$ cat src/rtl/cube_frame_stepper.sv
// -----------------------------------------------------------------------------
// cube_frame_stepper
//
// Consumer end of the slow refresh clock for the LED cube. The toggling slow
// clock is synchronised into the clk_50MHz domain, and each of its rising edges
// becomes a one-cycle frame-advance event. A small IDLE/RUN/PAUSE controller
// steps the animation frame index up or down: free-running on slow-clock edges,
// or one frame per step request while paused. Independently, the cube layers
// are scanned one-hot at a fast multiplex rate, with one blank cycle at every
// layer change so that two layers are never lit together.
//
// Ports
//   clk_50MHz_i  system clock, all logic on the rising edge
//   reset_i      synchronous, active-low reset
//   slow_clk_i   toggling slow clock from the divider (asynchronous)
//   run_i        1 = free-run on slow-clock edges, 0 = paused
//   step_req_i   rising edge requests one frame step while paused
//   dir_i        0 = frame index counts up, 1 = counts down
//   frame_idx_o  current animation frame
//   frame_adv_o  one-cycle pulse in the first cycle frame_idx_o shows a new value
//   wrap_o       one-cycle pulse alongside frame_adv_o when the index wrapped
//   layer_idx_o  layer currently being scanned
//   layer_sel_o  one-hot layer enable, all-zero during the blank cycle
// -----------------------------------------------------------------------------
module cube_frame_stepper #(
  parameter int NUM_FRAMES = 8,
  parameter int FRAME_W    = 3,
  parameter int LAYERS     = 4,
  parameter int LAYER_W    = 2,
  parameter int SCAN_DIV   = 12500
) (
  input  logic               clk_50MHz_i,
  input  logic               reset_i,
  input  logic               slow_clk_i,
  input  logic               run_i,
  input  logic               step_req_i,
  input  logic               dir_i,
  output logic [FRAME_W-1:0] frame_idx_o,
  output logic               frame_adv_o,
  output logic               wrap_o,
  output logic [LAYER_W-1:0] layer_idx_o,
  output logic [LAYERS-1:0]  layer_sel_o
);

  localparam int SCAN_W = (SCAN_DIV > 1) ? $clog2(SCAN_DIV) : 1;
  localparam logic [FRAME_W-1:0] LAST_FRAME = FRAME_W'(NUM_FRAMES - 1);
  localparam logic [LAYER_W-1:0] LAST_LAYER = LAYER_W'(LAYERS - 1);
  localparam logic [SCAN_W-1:0]  SCAN_LAST  = SCAN_W'(SCAN_DIV - 1);

  typedef enum logic [1:0] {
    IDLE,
    RUN,
    PAUSE
  } state_e;

  // ---------------------------------------------------------------------------
  // Slow-clock synchroniser and edge detection
  // ---------------------------------------------------------------------------
  logic       s1_q, s2_q, prev_q;
  logic       armed_q;
  logic [1:0] fill_q;
  logic       step_prev_q;
  logic       slow_edge;
  logic       step_edge;

  // armed_q lets the controller leave IDLE on the first clock after reset.
  // The edge detector waits two more clocks, until prev_q holds a genuine
  // post-reset sample; otherwise a slow clock already high at reset would
  // look like a 0->1 transition as it ripples through the cleared chain.
  // NOTE: sequential state uses non-blocking assignments so every register
  // samples the pre-edge values of the others, independent of statement order.
  always_ff @(posedge clk_50MHz_i) begin
    if (!reset_i) begin
      s1_q        <= 1'b0;
      s2_q        <= 1'b0;
      prev_q      <= 1'b0;
      armed_q     <= 1'b0;
      fill_q      <= 2'b00;
      step_prev_q <= 1'b0;
    end else begin
      s1_q        <= slow_clk_i;
      s2_q        <= s1_q;
      prev_q      <= s2_q;
      armed_q     <= 1'b1;
      fill_q      <= {fill_q[0], armed_q};
      step_prev_q <= step_req_i;
    end
  end

  assign slow_edge = s2_q & ~prev_q & fill_q[1];
  assign step_edge = step_req_i & ~step_prev_q;

  // ---------------------------------------------------------------------------
  // Frame controller
  // ---------------------------------------------------------------------------
  state_e             state_q;
  logic [FRAME_W-1:0] frame_idx_q, frame_idx_d;
  logic               frame_adv_q;
  logic               wrap_q, wrap_d;
  logic               advance;

  // A step request arriving in the same cycle run rises is dropped, which
  // the !run_i term handles. Only one advance source is live per state, so at
  // most one advance can happen in any cycle.
  assign advance = ((state_q == RUN)   && slow_edge) ||
                   ((state_q == PAUSE) && step_edge && !run_i);

  // NOTE: every signal assigned in an always_comb gets a default first, so
  // no path leaves it unassigned and no latch is inferred.
  always_comb begin
    frame_idx_d = frame_idx_q;
    wrap_d      = 1'b0;
    if (advance) begin
      if (!dir_i) begin
        if (frame_idx_q == LAST_FRAME) begin
          frame_idx_d = '0;
          wrap_d      = 1'b1;
        end else begin
          frame_idx_d = frame_idx_q + FRAME_W'(1);
        end
      end else begin
        if (frame_idx_q == '0) begin
          frame_idx_d = LAST_FRAME;
          wrap_d      = 1'b1;
        end else begin
          frame_idx_d = frame_idx_q - FRAME_W'(1);
        end
      end
    end
  end

  always_ff @(posedge clk_50MHz_i) begin
    if (!reset_i) begin
      state_q     <= IDLE;
      frame_idx_q <= '0;
      frame_adv_q <= 1'b0;
      wrap_q      <= 1'b0;
    end else begin
      frame_idx_q <= frame_idx_d;
      frame_adv_q <= advance;
      wrap_q      <= wrap_d;
      case (state_q)
        IDLE:    if (armed_q) state_q <= run_i ? RUN : PAUSE;
        RUN:     if (!run_i)  state_q <= PAUSE;
        PAUSE:   if (run_i)   state_q <= RUN;
        default: state_q <= IDLE;
      endcase
    end
  end

  // ---------------------------------------------------------------------------
  // Layer scan: free-running from the first clock after reset
  // ---------------------------------------------------------------------------
  logic [SCAN_W-1:0]  scan_cnt_q, scan_cnt_d;
  logic [LAYER_W-1:0] layer_idx_q, layer_idx_d;
  logic [LAYERS-1:0]  layer_sel_q, layer_sel_d;

  // At terminal count the layer index moves on and the enables blank for that
  // one cycle; in every other cycle the enable tracks the (unchanged) index.
  always_comb begin
    scan_cnt_d  = scan_cnt_q + SCAN_W'(1);
    layer_idx_d = layer_idx_q;
    layer_sel_d = LAYERS'(1) << layer_idx_q;
    if (scan_cnt_q == SCAN_LAST) begin
      scan_cnt_d  = '0;
      layer_idx_d = (layer_idx_q == LAST_LAYER) ? '0 : layer_idx_q + LAYER_W'(1);
      layer_sel_d = '0;
    end
  end

  always_ff @(posedge clk_50MHz_i) begin
    if (!reset_i) begin
      scan_cnt_q  <= '0;
      layer_idx_q <= '0;
      layer_sel_q <= '0;
    end else begin
      scan_cnt_q  <= scan_cnt_d;
      layer_idx_q <= layer_idx_d;
      layer_sel_q <= layer_sel_d;
    end
  end

  assign frame_idx_o = frame_idx_q;
  assign frame_adv_o = frame_adv_q;
  assign wrap_o      = wrap_q;
  assign layer_idx_o = layer_idx_q;
  assign layer_sel_o = layer_sel_q;

endmodule
$ cat config.mk
export PLATFORM = sky130hd
export DESIGN_NAME = cube_frame_stepper
export DESIGN_NICKNAME = d
export VERILOG_FILES = /design/src/rtl/cube_frame_stepper.sv
export SDC_FILE = /design/constraint.sdc
export NUM_CORES = 1
export LEC_CHECK = 0
export CORE_MARGIN = 5
export CORE_UTILIZATION = 49
export CTS_CLUSTER_DIAMETER = 200
export DETAILED_ROUTE_END_ITERATION = 16
export PLACE_DENSITY_LB_ADDON = 0.1
export SETUP_SLACK_MARGIN = 0.05
export SLEW_MARGIN = 20
export SYNTH_ARGS = -nofsm -noshare
export SYNTH_HDL_FRONTEND = slang
export SYNTH_SLANG_ARGS = --single-unit
$ cat constraint.sdc
create_clock -name clk_50MHz_i -period 1.7 [get_ports clk_50MHz_i]
set_input_delay 0.34 -clock clk_50MHz_i [delete_from_list [all_inputs] [get_ports clk_50MHz_i]]
set_output_delay 0.34 -clock clk_50MHz_i [all_outputs]
set_load 0.02 [all_outputs]
==> key figures, run 1 <==
Worst hold path
  – Hold Path Stages: 1
  – Worst min-delay path class: reg -> reg

Pwr
  – Pwr dens: 816 nW/µm²
  – Worst ir drop on vdd: 0.000574 V
  – LEAKAGE: 0.000647 µW

Clocking
  – Worst-path clk slew: 0.10 ns
  – Clock tree buffer depth: 2
  – H-tree depth: 2
  – CTS tree: yes
  – Clk_lat worst skew: 0.32 ns
  – Clk root buf: clkbuf_4
  – TritonCTS Sinks: 34
  – Num CTS Buffers: 5
  – Post-CTS setup buffers: 0

Global routing
  – GRT Util Overall: 0.137
  – Pin count of the biggest net entering global routing: 18
  – Vias in the first global route: 1017
  – Grt ovf: 0
  – First-pass GRT wire length: 4460 µm
  – Initial antenna violation count: 0

STA
  – Post-layout minimum cycle time: 1.58 ns
  – Final period util: 0.929
  – Setup ws final: 0.120 ns
  – Max_slew headroom: 0.788
  – Fmax: 0.633 GHz
  – Hold_ws: 0.443 ns
  – Clock skew: 0.00789 ns
  – Worst-Margin Slew: 0.317 ns
  – Final setup vio count: 0
  – Max-slew violations: 0
  – Final hold violations: 0
  – RSZ-0062 raised after global routing: false
  – Setup TNS: 0 ns

Drt
  – Remaining antenna violation count after routing: 0
  – Via density: 5.28
  – # DRC: 0
  – WL/cell: 12.3 µm
  – Drt pass-1 iters: 4
  – Vias: 1051
  – Final WL: 2450 µm
  – Starting DRC count in detailed routing: 36

Layout
  – Number of fill cells in the layout: 250
  – Area grow syn2layout: 19.9%
  – Post-route insts no fill: 199
  – # diodes: 0
  – Most frequent cells in the layout: 34 x dfxtp_1, 19 x nor2_1, 11 x xnor2_1
  – Commonest non-fill, non-tap cell in the layout: dfxtp_1
  – Final net count: 179
  – Fraction of layout cells with a size suffix above 1: 0.137
  – Final instance area: 1670 µm²

Job
  – Max cap viols: 0

Critical path
  – Crit-path leading delay family: buffers and inverters
  – Crit end category: output pin
  – CP Class: reg -> out
  – CP max stage cell: clkdlybuf4s50_1
  – Critical Path Fanout Max: 1
  – Crit path arrival time: 1.24 ns
  – Critical Path Stages: 1
  – Worst path max stage delay: 0.60 ns
  – Crit-path cells: clkdlybuf4s50_1
  – R2R cell count: 5
  – Crit path required time: 1.36 ns
  – Worst setup SP type: flip-flop
  – Worst Path Buf+Inv: 1

Logic synthesis
  – Top cell type's share of synthesized area: 0.487
  – Asr flop ratio synth: 0
  – Synthesis Warnings: 0
  – Area of the mapped netlist: 1400 µm²
  – Largest area contributor in the netlist: dfxtp_1
  – Seq/Total Area, Yosys: 0.487
  – Synth cell types: 37
  – Synth Net Count: 155
  – Mean Syn Cell Area: 9.76 µm²
  – Mapped Cells: 143
  – Number of enable flip-flop cells after synthesis: 0
  – Seq cells post-synth: 34
  – Main synth FF type: dfxtp_1
  – Synth top area cells: dfxtp_1 49%, xnor2_1 6.9%, ha_1 5.4%

Placed design
  – Pre-CTS setup slack: -0.0916 ns
  – Placed cell area: 1610 µm²
  – I/O Buffers: 16
  – Routability Congestion: 0.790
  – DPL Wire Length: 1820 µm
  – Placed cells: 191

Floorplanning
  – FP Rows: 19
  – Initial Utilization: 0.511
  – Die height: 63.4 µm
  – Die width: 63.4 µm
  – Core area: 2730 µm²
  – Ports: 17
  – Die Area: 4020 µm²

Status
  – Outcome: completed
## layer usage
metal	wire, µm	part of all wire	vias to the layer above	track usage
li1	-	-	533	-
met1	1170	0.48	494	0.173
met2	1120	0.46	18	0.202
met3	122	0.050	6	0.0586
met4	44	0.018	0	0.0571
met5	0	0	-	0
## cells in the mapped netlist, drive strengths merged, types with 2 or more instances
| cell | count |
|---|---|
| nor4 | 3 |
| xnor2 | 11 |
| nand2b | 2 |
| nand3 | 4 |
| nor3 | 10 |
| nand4 | 5 |
| dfxtp | 34 |
| nor2b | 2 |
| ha | 6 |
| and2 | 7 |
| nor2 | 19 |
| inv | 10 |
| nand2 | 8 |
| a21oi | 5 |
## repair_timing
| item | CTS | global route |
|---|---|---|
| gates cloned | 0 | 0 |
| gates resized for setup | 5 | 3 |
| endpoints found under the hold margin | 0 | 0 |
| endpoints found under the setup margin | 5 | 19 |
| hold buffers | 0 | 0 |
## stage by stage
| step | util | total power, µW |
|---|---|---|
| 3_3_place_gp | 0.589 | 935 |
| 6_report | 0.612 | 1370 |
| 5_1_grt | 0.612 | 1450 |
| 2_1_floorplan | - | 898 |
| 4_1_cts | 0.608 | 1390 |
| 3_5_place_dp | 0.589 | 939 |
## area by class of cell
cell class	count	area [µm²]	area share
well taps	31	38.8	0.0232
inverters	10	37.5	0.0224
multi-input cells	97	678	0.405
clock inverters	1	5.00	0.00299
flip-flops and latches	34	681	0.407
repair buffers	19	179	0.107
clock buffers	7	55.1	0.0329
## cells by family after synthesis
group / after synthesis / synth area share
multiplexers: 1 / 0.00717
XOR/XNOR: 12 / 0.0753
adder cells (fa/ha/maj): 6 / 0.0538
AO/OA/AOI/OAI: 11 / 0.0547
buffers and inverters: 12 / 0.0332
AND/OR/NAND/NOR: 67 / 0.289
flip-flops: 34 / 0.487
## state kept, by name (all words and copies together) (netlist names), 2 cells and up
name and cells:
layer_sel_o 4, fill_q 2, layer_idx_o 2, state_q 2
frame_idx_o 3, scan_cnt_q 14
## power breakdown
part / switching (µW) / total (µW) / internal [µW]
Sequential: 16.0 / 833 / 817
Combinational: 43.1 / 86.0 / 43.0
Clock: 247 / 447 / 200
Total: 306 / 1370 / 1060
## final timing paths
kind,start,endpoint,slack (ns)
setup / recovery,layer_sel_o[2]$_SDFF_PP0_,layer_sel_o[2],0.12
hold / removal,s1_q$_SDFF_PN0_,s2_q$_SDFF_PN0_,0.44
setup reg to reg,scan_cnt_q[0]$_SDFF_PP0_,layer_idx_o[0]$_SDFFE_PN0N_,0.16
hold reg to reg,s1_q$_SDFF_PN0_,s2_q$_SDFF_PN0_,0.44
No activity file was read; power rests on OpenSTA's default activity.
==> run 2, diff against run 1 <==
Settings changed: ABC_AREA set to 1, DONT_BUFFER_PORTS set to 1.
==> key figures, run 2 <==
Status
  – Outcome: completed

Clocking
  – Worst-path clk slew: 0.10 ns (about the same)
  – H-tree depth: 2 (unchanged)
  – Num CTS Buffers: 5 (unchanged)
  – CTS hold repair buffers: 0 (unchanged)
  – TritonCTS Sinks: 34 (unchanged)
  – Resize count post-CTS: 0 (-5)
  – Post-CTS setup buffers: 0 (unchanged)
  – Clk_lat worst skew: 0.32 ns (about the same)
  – CTS tree: yes
  – Clock tree buffer depth: 2 (unchanged)
  – Clk root buf: clkbuf_4

Logic synthesis
  – Main synth FF type: dfxtp_1
  – Synth top area cells: dfxtp_1 45%, nand2_1 13%, nor2_1 8.9%
  – Largest area contributor in the netlist: dfxtp_1
  – Seq/Total Area, Yosys: 0.447 (-0.0401)
  – Synthesis Warnings: 0 (unchanged)
  – Mapped Cells: 213 (+49%)
  – Area of the mapped netlist: 1520 µm² (+9.0%)
  – Synth cell types: 23 (-38%)
  – Commonest cells in the netlist: 52 x nand2_1, 36 x nor2_1, 34 x dfxtp_1
  – Mean Syn Cell Area: 7.14 µm² (-27%)
  – Seq cells post-synth: 34 (unchanged)
  – Asr flop ratio synth: 0 (unchanged)
  – Number of enable flip-flop cells after synthesis: 0 (unchanged)
  – Synth Net Count: 225 (+45%)
  – Most common cell in the netlist: nand2_1
  – Top cell type's share of synthesized area: 0.447 (-0.0401)

Drt
  – Remaining antenna violation count after routing: 0 (unchanged)
  – Via density: 4.81 (-9.0%)
  – WL/cell: 10.2 µm (-17%)
  – Vias: 1264 (+20%)
  – Drt pass-1 iters: 4 (unchanged)
  – # DRC: 0 (unchanged)
  – Starting DRC count in detailed routing: 104 (+190%)
  – Final WL: 2690 µm (+9.5%)

Layout
  – Most flops, register: scan_cnt_q
  – Area grow syn2layout: 8.80%
  – Final net count: 231 (+29%)
  – Sequential Area: 681 µm² (unchanged)
  – Most frequent cells in the layout: 52 x nand2_1, 36 x nor2_1, 34 x dfxtp_1
  – Max reg flops: 14 (unchanged)
  – # diodes: 0 (unchanged)
  – Final Util: 0.547 (-0.0657)
  – Fraction of layout cells with a size suffix above 1: 0.0776 (-0.0593)
  – Area of the multi-input gates: 704 µm² (+3.9%)
  – Post-route insts no fill: 263 (+32%)
  – Commonest non-fill, non-tap cell in the layout: nand2_1
  – Number of fill cells in the layout: 310 (+24%)

Job
  – Max cap viols: 0 (unchanged)

Critical path
  – Crit path arrival time: 1.70 ns (+0.46 ns)
  – Worst path max stage delay: 0.37 ns (-0.23 ns)
  – CP Class: reg -> reg
  – Worst setup SP type: flip-flop
  – Crit path required time: 1.96 ns (+0.60 ns)
  – Crit-path cells: ha_1 -> inv_1 -> nor2_2 -> nand2_2 -> or2_0 -> a21oi_2
  – Crit end category: flip-flop
  – CP max stage cell: dfxtp_1
  – Critical Path Fanout Max: 6 (+5)

STA
  – Fmax: 0.695 GHz (+9.9%)
  – Hold_ws: 0.0778 ns (-0.365 ns)
  – Final period util: 0.846 (-0.0834)
  – RSZ-0062 raised after global routing: false
  – Post-layout minimum cycle time: 1.44 ns (-0.142 ns)
  – Clock skew: 0.00343 ns (-0.00446 ns)
  – Setup TNS: 0 ns (unchanged)
  – Max-slew violations: 0 (unchanged)
  – Final hold violations: 0 (unchanged)
  – Final setup vio count: 0 (unchanged)
  – Max_slew headroom: 0.733 (-0.0551)
  – Worst-Margin Slew: 0.400 ns (+0.0823 ns)

Pwr
  – Pwr dens: 905 nW/µm² (+11%)
  – Worst ir drop on vdd: 0.000549 V (-4.5%)
  – LEAKAGE: 0.000717 µW (+11%)
  – Power Total: 1500 µW (+9.7%)

Floorplanning
  – Die height: 65.7 µm (+3.7%)
  – FP Rows: 20 (+1)
  – Core area: 3030 µm² (+11%)
  – Ports: 17 (unchanged)
  – Initial Utilization: 0.502 (-0.00828)
  – Die Area: 4320 µm² (+7.5%)
  – Die width: 65.7 µm (+3.7%)

Placed design
  – Routability Congestion: 0.856 (+8.4%)
  – Placed cells: 255 (+34%)
  – DPL Wire Length: 1980 µm (+8.7%)
  – I/O Buffers: 0 (-16)

Global routing
  – Vias in the first global route: 1159 (+14%)
  – Grt ovf: 0 (unchanged)
  – Met2 usage: 0.229 (+0.0273)
  – Initial antenna violation count: 0 (unchanged)
  – First-pass GRT wire length: 4780 µm (+7.3%)
  – GRT Util Overall: 0.144 (+0.00681)
  – Met3 Usage GRT: 0.0444 (-0.0142)
  – Most used routing layer: met2
  – Pin count of the biggest net entering global routing: 20 (+2)
  – Met1 Use GR: 0.174 (+0.000248)

Worst hold path
  – Worst min-delay path class: in -> reg
==> run 2: final timing paths <==
kind	from	cells past startpoint	end	slack, ns
worst min-delay path	run_i	1	state_q[1]$_SDFFE_PN0P_	0.08
worst max-delay path	scan_cnt_q[0]$_SDFF_PP0_	6	scan_cnt_q[8]$_SDFF_PP0_	0.26
worst max register to register	scan_cnt_q[0]$_SDFF_PP0_	6	scan_cnt_q[8]$_SDFF_PP0_	0.26
worst min register to register	fill_q[0]$_SDFF_PN0_	2	fill_q[1]$_SDFF_PN0_	0.42
==> run 2: power breakdown <==
group          leakage [µW]  switching [µW]  internal [µW]
logic              0.000396            41.2           27.2
clock network     0.0000443             255            342
registers          0.000277            16.1            817
==> run 2: metrics by stage <==
stage,worst slack [ns],cell area (µm²)
2_1_floorplan,0.450,1520
3_3_place_gp,0.353,1560
3_5_place_dp,0.305,1560
4_1_cts,0.248,1650
5_1_grt,0.116,1660
6_report,0.262,1660
==> run 2: per-layer routing <==
metal	vias up	part of all wire	wire (µm)
met1	560	0.48	1290
met3	5	0.058	157
met5	-	0	0
met4	0	0.013	36
met2	26	0.45	1200
li1	673	-	-
==> run 2: cells by family after synthesis <==
group           after synthesis  synth area share
simple gates                120             0.340
compound gates               16            0.0567
fa+ha+maj                     6            0.0493
buf+inv                      34            0.0896
xor+xnor                      3            0.0173
flops                        34             0.447
==> run 2: worst max-delay path: cells and delay by family, from the launching register on <==
kind | cells | cell delay (ns)
AND/OR/NAND/NOR | 3 | 0.55
flip-flops | 1 | 0.37
adder cells (fa/ha/maj) | 1 | 0.23
AO/OA/AOI/OAI | 1 | 0.13
buffers and inverters | 1 | 0.09
==> run 2: area by class of cell <==
cell class / instances / share of cell area
clock buffer: 6 / 0.0310
clock inverter: 1 / 0.0181
inverter: 31 / 0.0703
multi-input combinational: 145 / 0.426
sequential: 34 / 0.411
tap: 44 / 0.0333
timing repair buffer: 2 / 0.0106
